**config.mk**
```make
export PLATFORM = sky130hd
export DESIGN_NAME = axi_gp_reg_slave
export DESIGN_NICKNAME = d
export VERILOG_FILES = /design/src/rtl/axi_gp_reg_slave.sv
export SDC_FILE = /design/constraint.sdc
export NUM_CORES = 1
export LEC_CHECK = 0
export CAP_MARGIN = 20
export CORE_UTILIZATION = 53
export CTS_BUF_LIST = sky130_fd_sc_hd__clkbuf_8
export CTS_CLUSTER_DIAMETER = 80
export CTS_CLUSTER_SIZE = 30
export DETAILED_ROUTE_END_ITERATION = 7
export MAX_ROUTING_LAYER = met4
export PLACE_DENSITY_LB_ADDON = 0.25
export SETUP_SLACK_MARGIN = 0.02
export SKIP_LAST_GASP = 1
export SLEW_MARGIN = 15
export SYNTH_ARGS = -nofsm -noshare
export SYNTH_HDL_FRONTEND = slang
export SYNTH_SLANG_ARGS = --single-unit
```
**constraint.sdc**
```tcl
create_clock -name fclk -period 2.5 [get_ports fclk]
set_input_delay 0.5 -clock fclk [delete_from_list [all_inputs] [get_ports fclk]]
set_output_delay 0.5 -clock fclk [all_outputs]
set_load 0.02 [all_outputs]
```
**src/rtl/axi_gp_reg_slave.sv**
```systemverilog
// Purpose: AXI3 single-beat register slave for the PS7 MAXIGP0 port. It holds CTRL, STAT,
//          SCRATCH, a free-running TIMER and CMP, drives the LEDs and a level IRQ.
// Latency: B is valid the cycle after AW and W are both held. R is valid the cycle after AR.
// Backpressure: AW/W stall while their beat is held or B is pending. AR stalls while R is
//               pending. B and R hold until their ready.
// Ports:   fclk/reset (sync, active-high); s_aw*/s_w*/s_b* write channels; s_ar*/s_r* read
//          channels; leds = CTRL[1:0]; irq = pending & CTRL[8].
// Build option: define AXI_REG_STRB_EN to honour wstrb per byte. Without it, every accepted
//               write is a full 32-bit write.
module axi_gp_reg_slave #(
  parameter int ID_W  = 12,
  parameter int NREGS = 5
) (
  input  logic            fclk,
  input  logic            reset,
  input  logic [31:0]     s_awaddr,
  input  logic [2:0]      s_awprot,
  input  logic [ID_W-1:0] s_awid,
  input  logic            s_awvalid,
  output logic            s_awready,
  input  logic [31:0]     s_wdata,
  input  logic [3:0]      s_wstrb,
  input  logic [ID_W-1:0] s_wid,
  input  logic            s_wvalid,
  output logic            s_wready,
  output logic [1:0]      s_bresp,
  output logic [ID_W-1:0] s_bid,
  output logic            s_bvalid,
  input  logic            s_bready,
  input  logic [31:0]     s_araddr,
  input  logic [2:0]      s_arprot,
  input  logic [ID_W-1:0] s_arid,
  input  logic            s_arvalid,
  output logic            s_arready,
  output logic [31:0]     s_rdata,
  output logic [1:0]      s_rresp,
  output logic [ID_W-1:0] s_rid,
  output logic            s_rlast,
  output logic            s_rvalid,
  input  logic            s_rready,
  output logic [1:0]      leds,
  output logic            irq
);

  localparam logic [9:0]  NREGS_IDX = 10'(NREGS);
  localparam logic [31:0] CTRL_MASK = 32'h0000_0103;

  // Write-channel capture and response state
  logic            aw_held_q, aw_held_d;
  logic [9:0]      aw_idx_q, aw_idx_d;
  logic [ID_W-1:0] aw_id_q, aw_id_d;
  logic            w_held_q, w_held_d;
  logic [31:0]     w_data_q, w_data_d;
  logic [3:0]      w_strb_q, w_strb_d;
  logic [ID_W-1:0] w_id_q, w_id_d;
  logic            bvalid_q, bvalid_d;
  logic [1:0]      bresp_q, bresp_d;
  logic [ID_W-1:0] bid_q, bid_d;

  // Read response state
  logic            rvalid_q, rvalid_d;
  logic [31:0]     rdata_q, rdata_d;
  logic [1:0]      rresp_q, rresp_d;
  logic [ID_W-1:0] rid_q, rid_d;

  // Register file
  logic [31:0]     ctrl_q, ctrl_d;
  logic            pending_q, pending_d;
  logic [31:0]     scratch_q, scratch_d;
  logic [31:0]     timer_q, timer_d;
  logic [31:0]     cmp_q, cmp_d;

  logic            aw_hs, w_hs, b_hs, ar_hs;
  logic [9:0]      cur_idx;
  logic [ID_W-1:0] cur_awid, cur_wid;
  logic [31:0]     cur_data;
  logic [3:0]      cur_strb;
  logic            commit, id_err, dec_err, wr_en;
  logic [31:0]     byte_mask;
  logic            stat_en;
  logic            sw_set, sw_clr, cmp_hit;
  logic [31:0]     rd_val;
  logic            rd_dec;

  // Readies are forced low while reset is asserted, so nothing is accepted during reset.
  assign s_awready = ~reset & ~aw_held_q & ~bvalid_q;
  assign s_wready  = ~reset & ~w_held_q & ~bvalid_q;
  assign s_arready = ~reset & ~rvalid_q;

  assign aw_hs = s_awvalid & s_awready;
  assign w_hs  = s_wvalid & s_wready;
  assign b_hs  = bvalid_q & s_bready;
  assign ar_hs = s_arvalid & s_arready;

  assign s_bvalid = bvalid_q;
  assign s_bresp  = bresp_q;
  assign s_bid    = bid_q;
  assign s_rvalid = rvalid_q;
  assign s_rdata  = rdata_q;
  assign s_rresp  = rresp_q;
  assign s_rid    = rid_q;
  assign s_rlast  = 1'b1;
  assign leds     = ctrl_q[1:0];
  assign irq      = pending_q & ctrl_q[8];

  function automatic logic [31:0] merge(input logic [31:0] old_v, input logic [31:0] new_v,
                                        input logic [31:0] mask);
    return (old_v & ~mask) | (new_v & mask);
  endfunction

  // A channel arriving in the commit cycle is used directly, so same-cycle AW+W commits at once.
  always_comb begin
    cur_idx  = aw_held_q ? aw_idx_q : s_awaddr[11:2];
    cur_awid = aw_held_q ? aw_id_q  : s_awid;
    cur_data = w_held_q  ? w_data_q : s_wdata;
    cur_strb = w_held_q  ? w_strb_q : s_wstrb;
    cur_wid  = w_held_q  ? w_id_q   : s_wid;
    commit   = (aw_held_q | aw_hs) & (w_held_q | w_hs) & ~bvalid_q;
    id_err   = (cur_wid != cur_awid);
    dec_err  = (cur_idx >= NREGS_IDX);
    wr_en    = commit & ~id_err & ~dec_err;
  end

`ifdef AXI_REG_STRB_EN
  assign byte_mask = {{8{cur_strb[3]}}, {8{cur_strb[2]}}, {8{cur_strb[1]}}, {8{cur_strb[0]}}};
  assign stat_en   = cur_strb[0];
`else
  assign byte_mask = 32'hFFFF_FFFF;
  assign stat_en   = 1'b1;
`endif

  // Write channel capture and B response
  always_comb begin
    aw_held_d = aw_held_q;
    aw_idx_d  = aw_idx_q;
    aw_id_d   = aw_id_q;
    w_held_d  = w_held_q;
    w_data_d  = w_data_q;
    w_strb_d  = w_strb_q;
    w_id_d    = w_id_q;
    bvalid_d  = bvalid_q;
    bresp_d   = bresp_q;
    bid_d     = bid_q;
    if (aw_hs) begin
      aw_held_d = 1'b1;
      aw_idx_d  = s_awaddr[11:2];
      aw_id_d   = s_awid;
    end
    if (w_hs) begin
      w_held_d = 1'b1;
      w_data_d = s_wdata;
      w_strb_d = s_wstrb;
      w_id_d   = s_wid;
    end
    // Held flags stay set through the B phase; that is what keeps AW/W stalled.
    if (b_hs) begin
      aw_held_d = 1'b0;
      w_held_d  = 1'b0;
      bvalid_d  = 1'b0;
    end
    if (commit) begin
      bvalid_d = 1'b1;
      bid_d    = cur_awid;
      bresp_d  = dec_err ? 2'b11 : (id_err ? 2'b10 : 2'b00);
    end
  end

  // Register updates, timer and pending interrupt
  always_comb begin
    ctrl_d    = ctrl_q;
    scratch_d = scratch_q;
    cmp_d     = cmp_q;
    timer_d   = timer_q + 32'd1;
    sw_set    = 1'b0;
    sw_clr    = 1'b0;
    if (wr_en) begin
      case (cur_idx)
        10'd0: ctrl_d = merge(ctrl_q, cur_data, byte_mask) & CTRL_MASK;
        10'd1: begin
          sw_clr = stat_en & cur_data[0];
          sw_set = stat_en & cur_data[1];
        end
        10'd2: scratch_d = merge(scratch_q, cur_data, byte_mask);
        10'd4: cmp_d = merge(cmp_q, cur_data, byte_mask);
        default: ;
      endcase
    end
    cmp_hit = (cmp_q != 32'd0) && (timer_q == cmp_q);
    // A set in the same cycle as a W1C clear takes priority.
    if (cmp_hit || sw_set) begin
      pending_d = 1'b1;
    end else if (sw_clr) begin
      pending_d = 1'b0;
    end else begin
      pending_d = pending_q;
    end
  end

  // Read path: data comes from the current flops, i.e. before any write committing this cycle.
  always_comb begin
    case (s_araddr[11:2])
      10'd0:   rd_val = ctrl_q;
      10'd1:   rd_val = {31'd0, pending_q};
      10'd2:   rd_val = scratch_q;
      10'd3:   rd_val = timer_q;
      10'd4:   rd_val = cmp_q;
      default: rd_val = 32'd0;
    endcase
    rd_dec   = (s_araddr[11:2] >= NREGS_IDX);
    rvalid_d = rvalid_q;
    rdata_d  = rdata_q;
    rresp_d  = rresp_q;
    rid_d    = rid_q;
    if (ar_hs) begin
      rvalid_d = 1'b1;
      rdata_d  = rd_dec ? 32'd0 : rd_val;
      rresp_d  = rd_dec ? 2'b11 : 2'b00;
      rid_d    = s_arid;
    end else if (rvalid_q && s_rready) begin
      rvalid_d = 1'b0;
    end
  end

  always_ff @(posedge fclk) begin
    if (reset) begin
      aw_held_q <= 1'b0;
      aw_idx_q  <= '0;
      aw_id_q   <= '0;
      w_held_q  <= 1'b0;
      w_data_q  <= '0;
      w_strb_q  <= '0;
      w_id_q    <= '0;
      bvalid_q  <= 1'b0;
      bresp_q   <= '0;
      bid_q     <= '0;
      rvalid_q  <= 1'b0;
      rdata_q   <= '0;
      rresp_q   <= '0;
      rid_q     <= '0;
      ctrl_q    <= '0;
      pending_q <= 1'b0;
      scratch_q <= '0;
      timer_q   <= '0;
      cmp_q     <= '0;
    end else begin
      aw_held_q <= aw_held_d;
      aw_idx_q  <= aw_idx_d;
      aw_id_q   <= aw_id_d;
      w_held_q  <= w_held_d;
      w_data_q  <= w_data_d;
      w_strb_q  <= w_strb_d;
      w_id_q    <= w_id_d;
      bvalid_q  <= bvalid_d;
      bresp_q   <= bresp_d;
      bid_q     <= bid_d;
      rvalid_q  <= rvalid_d;
      rdata_q   <= rdata_d;
      rresp_q   <= rresp_d;
      rid_q     <= rid_d;
      ctrl_q    <= ctrl_d;
      pending_q <= pending_d;
      scratch_q <= scratch_d;
      timer_q   <= timer_d;
      cmp_q     <= cmp_d;
    end
  end

  // Inputs the register map does not decode.
  logic unused_inputs;
  assign unused_inputs = ^{s_awprot, s_arprot, s_awaddr[31:12], s_awaddr[1:0],
                           s_araddr[31:12], s_araddr[1:0], cur_strb};

endmodule

```
==> flow_metrics.env, run 1 <==
export IMPL_period_minus_slack_ns=2.36
export IMPL_clock_latency_ns=0.55
export IMPL_r2r_start="aw_held_q$_SDFFE_PP0P_"
export IMPL_fin_nets=1449
export IMPL_grt_pass1_vias=8404
export IMPL_firstDrtPassIters=6
export IMPL_critPathCaptureType="primary output"
export IMPL_finalSetupTns_ns=0
export IMPL_root_buffer="clkbuf_8"
export IMPL_routed_via_density=5.77
export IMPL_ant_nets=0
export IMPL_grtUsageTotal=0.272
export IMPL_syn_to_final_growth_pct=23.2
export IMPL_slew_headroom=0.488
export IMPL_cp_start_kind="register"
export IMPL_syn_area_um2=10400
export IMPL_rsz0062_at_grt="false"
export IMPL_wl_um=26600
export IMPL_fp_dieArea_um2=20100
export IMPL_fmax_mhz=424
export IMPL_power_density_nw_per_um2=526
export IMPL_wire_per_inst_um=17.0
export IMPL_io_buffers=162
export IMPL_avgSynthCellArea_um2=8.83
export IMPL_cts_setup_buffers=0
export IMPL_h_tree_depth=1
export IMPL_power_frac_comb=0.158
export IMPL_post_place_ws_ns=-0.308
export IMPL_ys_types=47
export IMPL_clkTransAtPathRegs_ns=0.14
export IMPL_cp_arrival_ns=1.86
export IMPL_drc=0
export IMPL_numClockSinks=229
export IMPL_critPathMaxFanout=18
export IMPL_setup_viol=0
export IMPL_r2r_slack_ns=0.16
export IMPL_die_y_um=142
export IMPL_synthArstFlopShare=0
export IMPL_drt_initial_drc_count=719
export IMPL_fin_ws_ns=0.141
export IMPL_ctsHoldBuffers=0
export IMPL_dieWidth_um=142
export IMPL_final_util=0.674
export IMPL_synthCells=1174
export IMPL_cts_made_buffers=13
export IMPL_maxCapViolations=0
export IMPL_design_area_um2=12800
export IMPL_peakVddDrop_v=0.000528
export IMPL_hold_viol_final=0
export IMPL_seqPwrFrac=0.570
export IMPL_critPathRequiredTime_ns=2.00
export IMPL_synth_nets=1324
export IMPL_cp_endpoint="s_wready"
export IMPL_row_count=50
export IMPL_tritoncts="yes"
export IMPL_swShare=0.284
export IMPL_grt_max_degree=162
export IMPL_seq_area_frac_synth=0.442
export IMPL_grt_overflow=0
export IMPL_yosys_register_bits=229
export IMPL_min_path_type="input pin to register"
export IMPL_drive_gt1_frac=0.0920
export IMPL_core_um2=19000
export IMPL_p_int_mw=4.81
export IMPL_yosys_warnings=0
export IMPL_place_area_um2=12400
export IMPL_post_route_period_util=0.944
export IMPL_tightest_slew_ns=0.768
export IMPL_synthFlopType="dfxtp_1"
export IMPL_num_vias=9033
export IMPL_critical_path_class="register to primary output"
export IMPL_p_sw_mw=1.91
export IMPL_power_leakage_nw=4.55
export IMPL_startpoint="w_held_q$_SDFFE_PP0P_"
export IMPL_pwr_share_clk=0.272
export IMPL_place_gp_congestion=0.863
export IMPL_fin_worst_skew_ns=0.0624
export IMPL_final_cells=1566
export IMPL_antenna_found_initial=1
export IMPL_dpl_cell_count=1543
export IMPL_clock_path_buffers=3
export IMPL_synth_edf_count=0
export IMPL_ff2ff_path_depth=9
export IMPL_start_util=0.547
export IMPL_rr_endpoint="cmp_q[27]$_SDFFE_PP0P_"
export IMPL_run_status="complete, no violations"
export IMPL_grt_pass1_wl_um=43000
export IMPL_ioPinCount=218
export IMPL_hpwl_um=18300
export IMPL_slew_violations=0
[sequential cells by signal, indices dropped and copies added, names as in the netlist, 12 cells and up]
name,flops
cmp_q,32
s_rdata,32
scratch_q,32
timer_q,32
w_data_q,32
aw_id_q,12
s_bid,12
s_rid,12
w_id_q,12
[worst min-delay path by stage]
stage | start | to | slack [ns] | depth (start not counted)
after floorplan | w_data_q[1]$_SDFFE_PP0P_ | w_data_q[1]$_SDFFE_PP0P_ | 0.43 | 2
final | reset | s_bvalid$_SDFFE_PP0P_ | 0.19 | 2
after detailed placement | s_rdata[1]$_SDFFE_PP0P_ | s_rdata[1]$_SDFFE_PP0P_ | 0.44 | 2
after global routing | reset | s_bvalid$_SDFFE_PP0P_ | 0.18 | 2
after global placement | w_data_q[1]$_SDFFE_PP0P_ | w_data_q[1]$_SDFFE_PP0P_ | 0.44 | 2
after CTS | reset | s_bvalid$_SDFFE_PP0P_ | 0.17 | 2
[power by group through the flow]
stage	combinational [mW]	sequential, mW	clock (mW)
final	1.06	3.83	1.83
after CTS	1.03	3.83	1.87
after global routing	1.14	3.85	2.00
after detailed placement	1.03	3.90	0
after global placement	1.01	3.90	0
after floorplan	0.531	3.93	0
[timing repair]
| item | 4_1_cts | 5_1_grt |
|---|---|---|
| gates cloned | 0 | 1 |
| pin swaps | 0 | 0 |
| setup endpoints to repair | 3 | 56 |
| resized for setup | 5 | 15 |
[per-layer routing]
| layer | vias up | track usage | wire length (um) |
|---|---|---|---|
| met1 | 4296 | 0.367 | 12000 |
| met5 | - | - | 0 |
| li1 | 4393 | - | - |
| met4 | 0 | 0.0838 | 746 |
| met3 | 48 | 0.0321 | 1530 |
| met2 | 296 | 0.429 | 12300 |
[Yosys cell counts, drive strengths merged (2+ instances only)]
| cell type | count | share of area |
|---|---|---|
| inv | 7 | 0.0025 |
| and4 | 4 | 0.0034 |
| nor3 | 7 | 0.0034 |
| o2bb2ai | 29 | 0.024 |
| o22ai | 3 | 0.0018 |
| nor2b | 4 | 0.0024 |
| a21oi | 138 | 0.067 |
| o21ai | 23 | 0.011 |
| xnor2 | 21 | 0.018 |
| clkbuf | 73 | 0.026 |
| a221oi | 2 | 0.0017 |
| a211oi | 77 | 0.070 |
| mux2i | 90 | 0.087 |
| or3 | 5 | 0.0030 |
| dfxtp | 229 | 0.44 |
| xor2 | 49 | 0.041 |
| nor2 | 81 | 0.029 |
| nand4 | 13 | 0.0078 |
| mux2 | 2 | 0.0022 |
| nor4b | 3 | 0.0031 |
| nand2b | 4 | 0.0024 |
| nor4 | 22 | 0.015 |
| and3 | 11 | 0.0066 |
| nand3 | 10 | 0.0048 |
| a22oi | 29 | 0.021 |
| and2 | 13 | 0.0078 |
| nand2 | 183 | 0.066 |
| buf | 30 | 0.019 |
[cells in the final DEF (no fill, tap or decap), types with 5 or more instances in the layout]
master / Yosys / layout
o2bb2ai_1: 29 / 29
buf_12: 0 / 13
nand2_1: 183 / 183
a22oi_1: 29 / 29
nor3_1: 7 / 6
clkdlybuf4s50_1: 0 / 158
or3_1: 5 / 5
a211oi_2: 29 / 29
xor2_1: 49 / 49
a211oi_1: 48 / 48
o21ai_0: 23 / 23
nor4_1: 21 / 21
nand3_1: 10 / 10
nor2_1: 81 / 79
xnor2_1: 21 / 21
and3_1: 11 / 11
a21oi_1: 138 / 138
mux2i_1: 90 / 82
clkbuf_8: 0 / 13
inv_1: 7 / 9
dfxtp_1: 229 / 227
nand4_1: 13 / 13
buf_4: 8 / 37
and2_1: 12 / 11
mux2i_4: 0 / 5
[cell type report]
cell class / count / area [um2]
fillers: 1609 / 6180
inverters: 7 / 26.3
repair buffers: 213 / 2180
clock inverters: 8 / 95.1
well taps: 260 / 325
multi-input cells: 835 / 5380
diodes: 1 / 2.50
clock buffers: 13 / 179
flip-flops and latches: 229 / 4590
[worst max-delay path, cell delays in order (launching register included)]
cell and delay (ns):
dfxtp_4 0.53, buf_4 0.39, nor3_4 0.08, dlygate4sd2_1 0.33
[metrics by stage]
| step | power, mW | hold WS (ns) |
|---|---|---|
| after floorplan | 4.47 | 0.433 |
| after global placement | 4.91 | 0.440 |
| after detailed placement | 4.93 | 0.444 |
| after CTS | 6.72 | 0.167 |
| after global routing | 6.98 | 0.183 |
| final | 6.72 | 0.191 |
[cell families after synthesis]
logic type	synth area share
AOI/OAI and AO/OA	0.203
xor gates and xnor gates	0.0591
adders and majority gates	0.00121
buffers and inverters	0.0484
DFF	0.442
muxes	0.0890
other	0.000362
and+or+nand+nor	0.157
Power figures use the tool's default switching activity.
==> inputs of run 2 (changes only) <==
--- a/config.mk
+++ b/config.mk
@@ -9,10 +9,10 @@
 export CORE_UTILIZATION = 53
 export CTS_BUF_LIST = sky130_fd_sc_hd__clkbuf_8
 export CTS_CLUSTER_DIAMETER = 80
-export CTS_CLUSTER_SIZE = 30
+export CTS_CLUSTER_SIZE = 40
 export DETAILED_ROUTE_END_ITERATION = 7
 export MAX_ROUTING_LAYER = met4
-export PLACE_DENSITY_LB_ADDON = 0.25
+export PLACE_DENSITY = 0.91
 export SETUP_SLACK_MARGIN = 0.02
 export SKIP_LAST_GASP = 1
 export SLEW_MARGIN = 15
==> run 2 against run 1 <==
Critical endpoint is now cmp_q[10]$_SDFFE_PP0P_. Total power is 3.1% lower. Non-clock buffer count is 6 higher. The run now ends with setup timing left. Via count is 2.2% higher.
==> flow_metrics.env, run 2 (synthesized netlist as in run 1, its figures left out) <==
export IMPL_numClockSinks=229
export IMPL_final_cells=1565
export IMPL_finalSetupTns_ns=-0.422
export IMPL_num_vias=9228
export IMPL_ioPinCount=218
export IMPL_tightest_slew_ns=0.887
export IMPL_fin_worst_skew_ns=0.0406
export IMPL_design_area_um2=12600
export IMPL_min_delay_start="reset"
export IMPL_io_buffers=162
export IMPL_cts_resized=8
export IMPL_critical_path_class="register to register"
export IMPL_ff2ff_path_depth=9
export IMPL_n_fill_cell=1428
export IMPL_power_mw=6.51
export IMPL_drt_initial_drc_count=898
export IMPL_fin_ws_ns=-0.0279
export IMPL_clock_latency_ns=0.55
export IMPL_multi_input_area_um2=5330
export IMPL_final_util=0.667
export IMPL_start_util=0.547
export IMPL_slew_headroom=0.409
export IMPL_r2r_start="aw_held_q$_SDFFE_PP0P_"
export IMPL_ctsHoldBuffers=0
export IMPL_routed_via_density=5.90
export IMPL_cp_endpoint="cmp_q[10]$_SDFFE_PP0P_"
export IMPL_cp_start_kind="register"
export IMPL_startpoint="aw_held_q$_SDFFE_PP0P_"
export IMPL_drive_gt1_frac=0.0927
export IMPL_syn_to_final_growth_pct=21.9
export IMPL_h_tree_depth=1
export IMPL_power_leakage_nw=4.53
export IMPL_dpl_cell_count=1550
export IMPL_critPathCaptureType="register"
export IMPL_final_common_cell="dfxtp_1"
export IMPL_tritoncts="yes"
export IMPL_rr_endpoint="cmp_q[10]$_SDFFE_PP0P_"
export IMPL_run_status="complete, but fails checks"
export IMPL_fp_dieArea_um2=20100
export IMPL_setup_viol=27
export IMPL_fin_nets=1452
export IMPL_row_count=50
export IMPL_critPathRequiredTime_ns=2.90
export IMPL_antenna_found_initial=0
export IMPL_drc=0
export IMPL_post_route_period_util=1.01
export IMPL_rsz0062_at_grt="true"
export IMPL_cts_made_buffers=10
export IMPL_cts_setup_buffers=0
export IMPL_diodes=0
export IMPL_grt_pass1_vias=8700
export IMPL_wl_um=27400
export IMPL_violations="setup timing"
export IMPL_seq_area_um2=4590
export IMPL_clock_path_buffers=3
export IMPL_die_y_um=142
export IMPL_grt_max_degree=189
export IMPL_grtUsageTotal=0.273
export IMPL_critPathMaxFanout=16
export IMPL_hold_depth=2
export IMPL_peakVddDrop_v=0.000551
export IMPL_clkTransAtPathRegs_ns=0.22
export IMPL_core_um2=19000
export IMPL_power_density_nw_per_um2=515
export IMPL_slew_violations=0
export IMPL_dieWidth_um=142
export IMPL_r2r_slack_ns=-0.03
export IMPL_hpwl_um=19200
export IMPL_fmax_mhz=396
export IMPL_period_minus_slack_ns=2.53
export IMPL_min_path_type="input pin to register"
export IMPL_grt_pass1_wl_um=43700
export IMPL_place_gp_congestion=0.949
export IMPL_firstDrtPassIters=6
export IMPL_place_area_um2=12400
export IMPL_grt_overflow=0
export IMPL_cp_arrival_ns=2.93
export IMPL_root_buffer="clkbuf_8"
export IMPL_maxCapViolations=0
export IMPL_ant_nets=0
export IMPL_wire_per_inst_um=17.5
export IMPL_layout_common_cells="dfxtp_1 (227), nand2_1 (183), clkdlybuf4s50_1 (158)"
export IMPL_hold_viol_final=0
-- run 2: per-stage QoR --
step | hold slack [ns] | worst slack [ns]
5_1_grt | 0.104 | -0.113
3_5_place_dp | 0.446 | -0.242
4_1_cts | 0.111 | -0.0285
3_3_place_gp | 0.441 | -0.178
6_report | 0.128 | -0.0279
2_1_floorplan | 0.433 | 0.296
-- run 2: layout make-up --
class                   instances  area share
inverters                       7     0.00208
multi-input cells             835       0.422
well taps                     260      0.0257
repair buffers                219       0.171
flip-flops and latches        229       0.363
clock inverters                 4     0.00455
clock buffers                  11      0.0120
-- run 2: metal layers --
layer / vias up / wire [um] / GRT usage
met1: 4390 / 11600 / 0.349
li1: 4384 / - / -
met2: 396 / 13100 / 0.452
met3: 58 / 1880 / 0.0388
met4: 0 / 757 / 0.0758
met5: - / 0 / -
-- run 2: worst max-delay path, stage by stage (launching register included) --
cell and delay (ns):
dfxtp_4 0.42, buf_12 0.15, mux2i_2 0.32, xnor2_1 0.21, nand4_1 0.22, nor4_4 0.30, buf_4 0.20, and2_1 0.25
buf_12 0.20, a211oi_2 0.09
-- run 2: how the worst min path moves through the flow --
stage | to | slack, ns
3_3_place_gp | w_data_q[25]$_SDFFE_PP0P_ | 0.44
6_report | w_held_q$_SDFFE_PP0P_ | 0.13
3_5_place_dp | w_data_q[27]$_SDFFE_PP0P_ | 0.45
5_1_grt | w_held_q$_SDFFE_PP0P_ | 0.10
2_1_floorplan | w_data_q[1]$_SDFFE_PP0P_ | 0.43
4_1_cts | aw_held_q$_SDFFE_PP0P_ | 0.11
-- run 2: power breakdown --
group	leakage [nW]	internal (mW)	switching, mW
Sequential	1.86	3.76	0.0817
Clock	0.107	0.460	1.17
Combinational	2.56	0.480	0.561
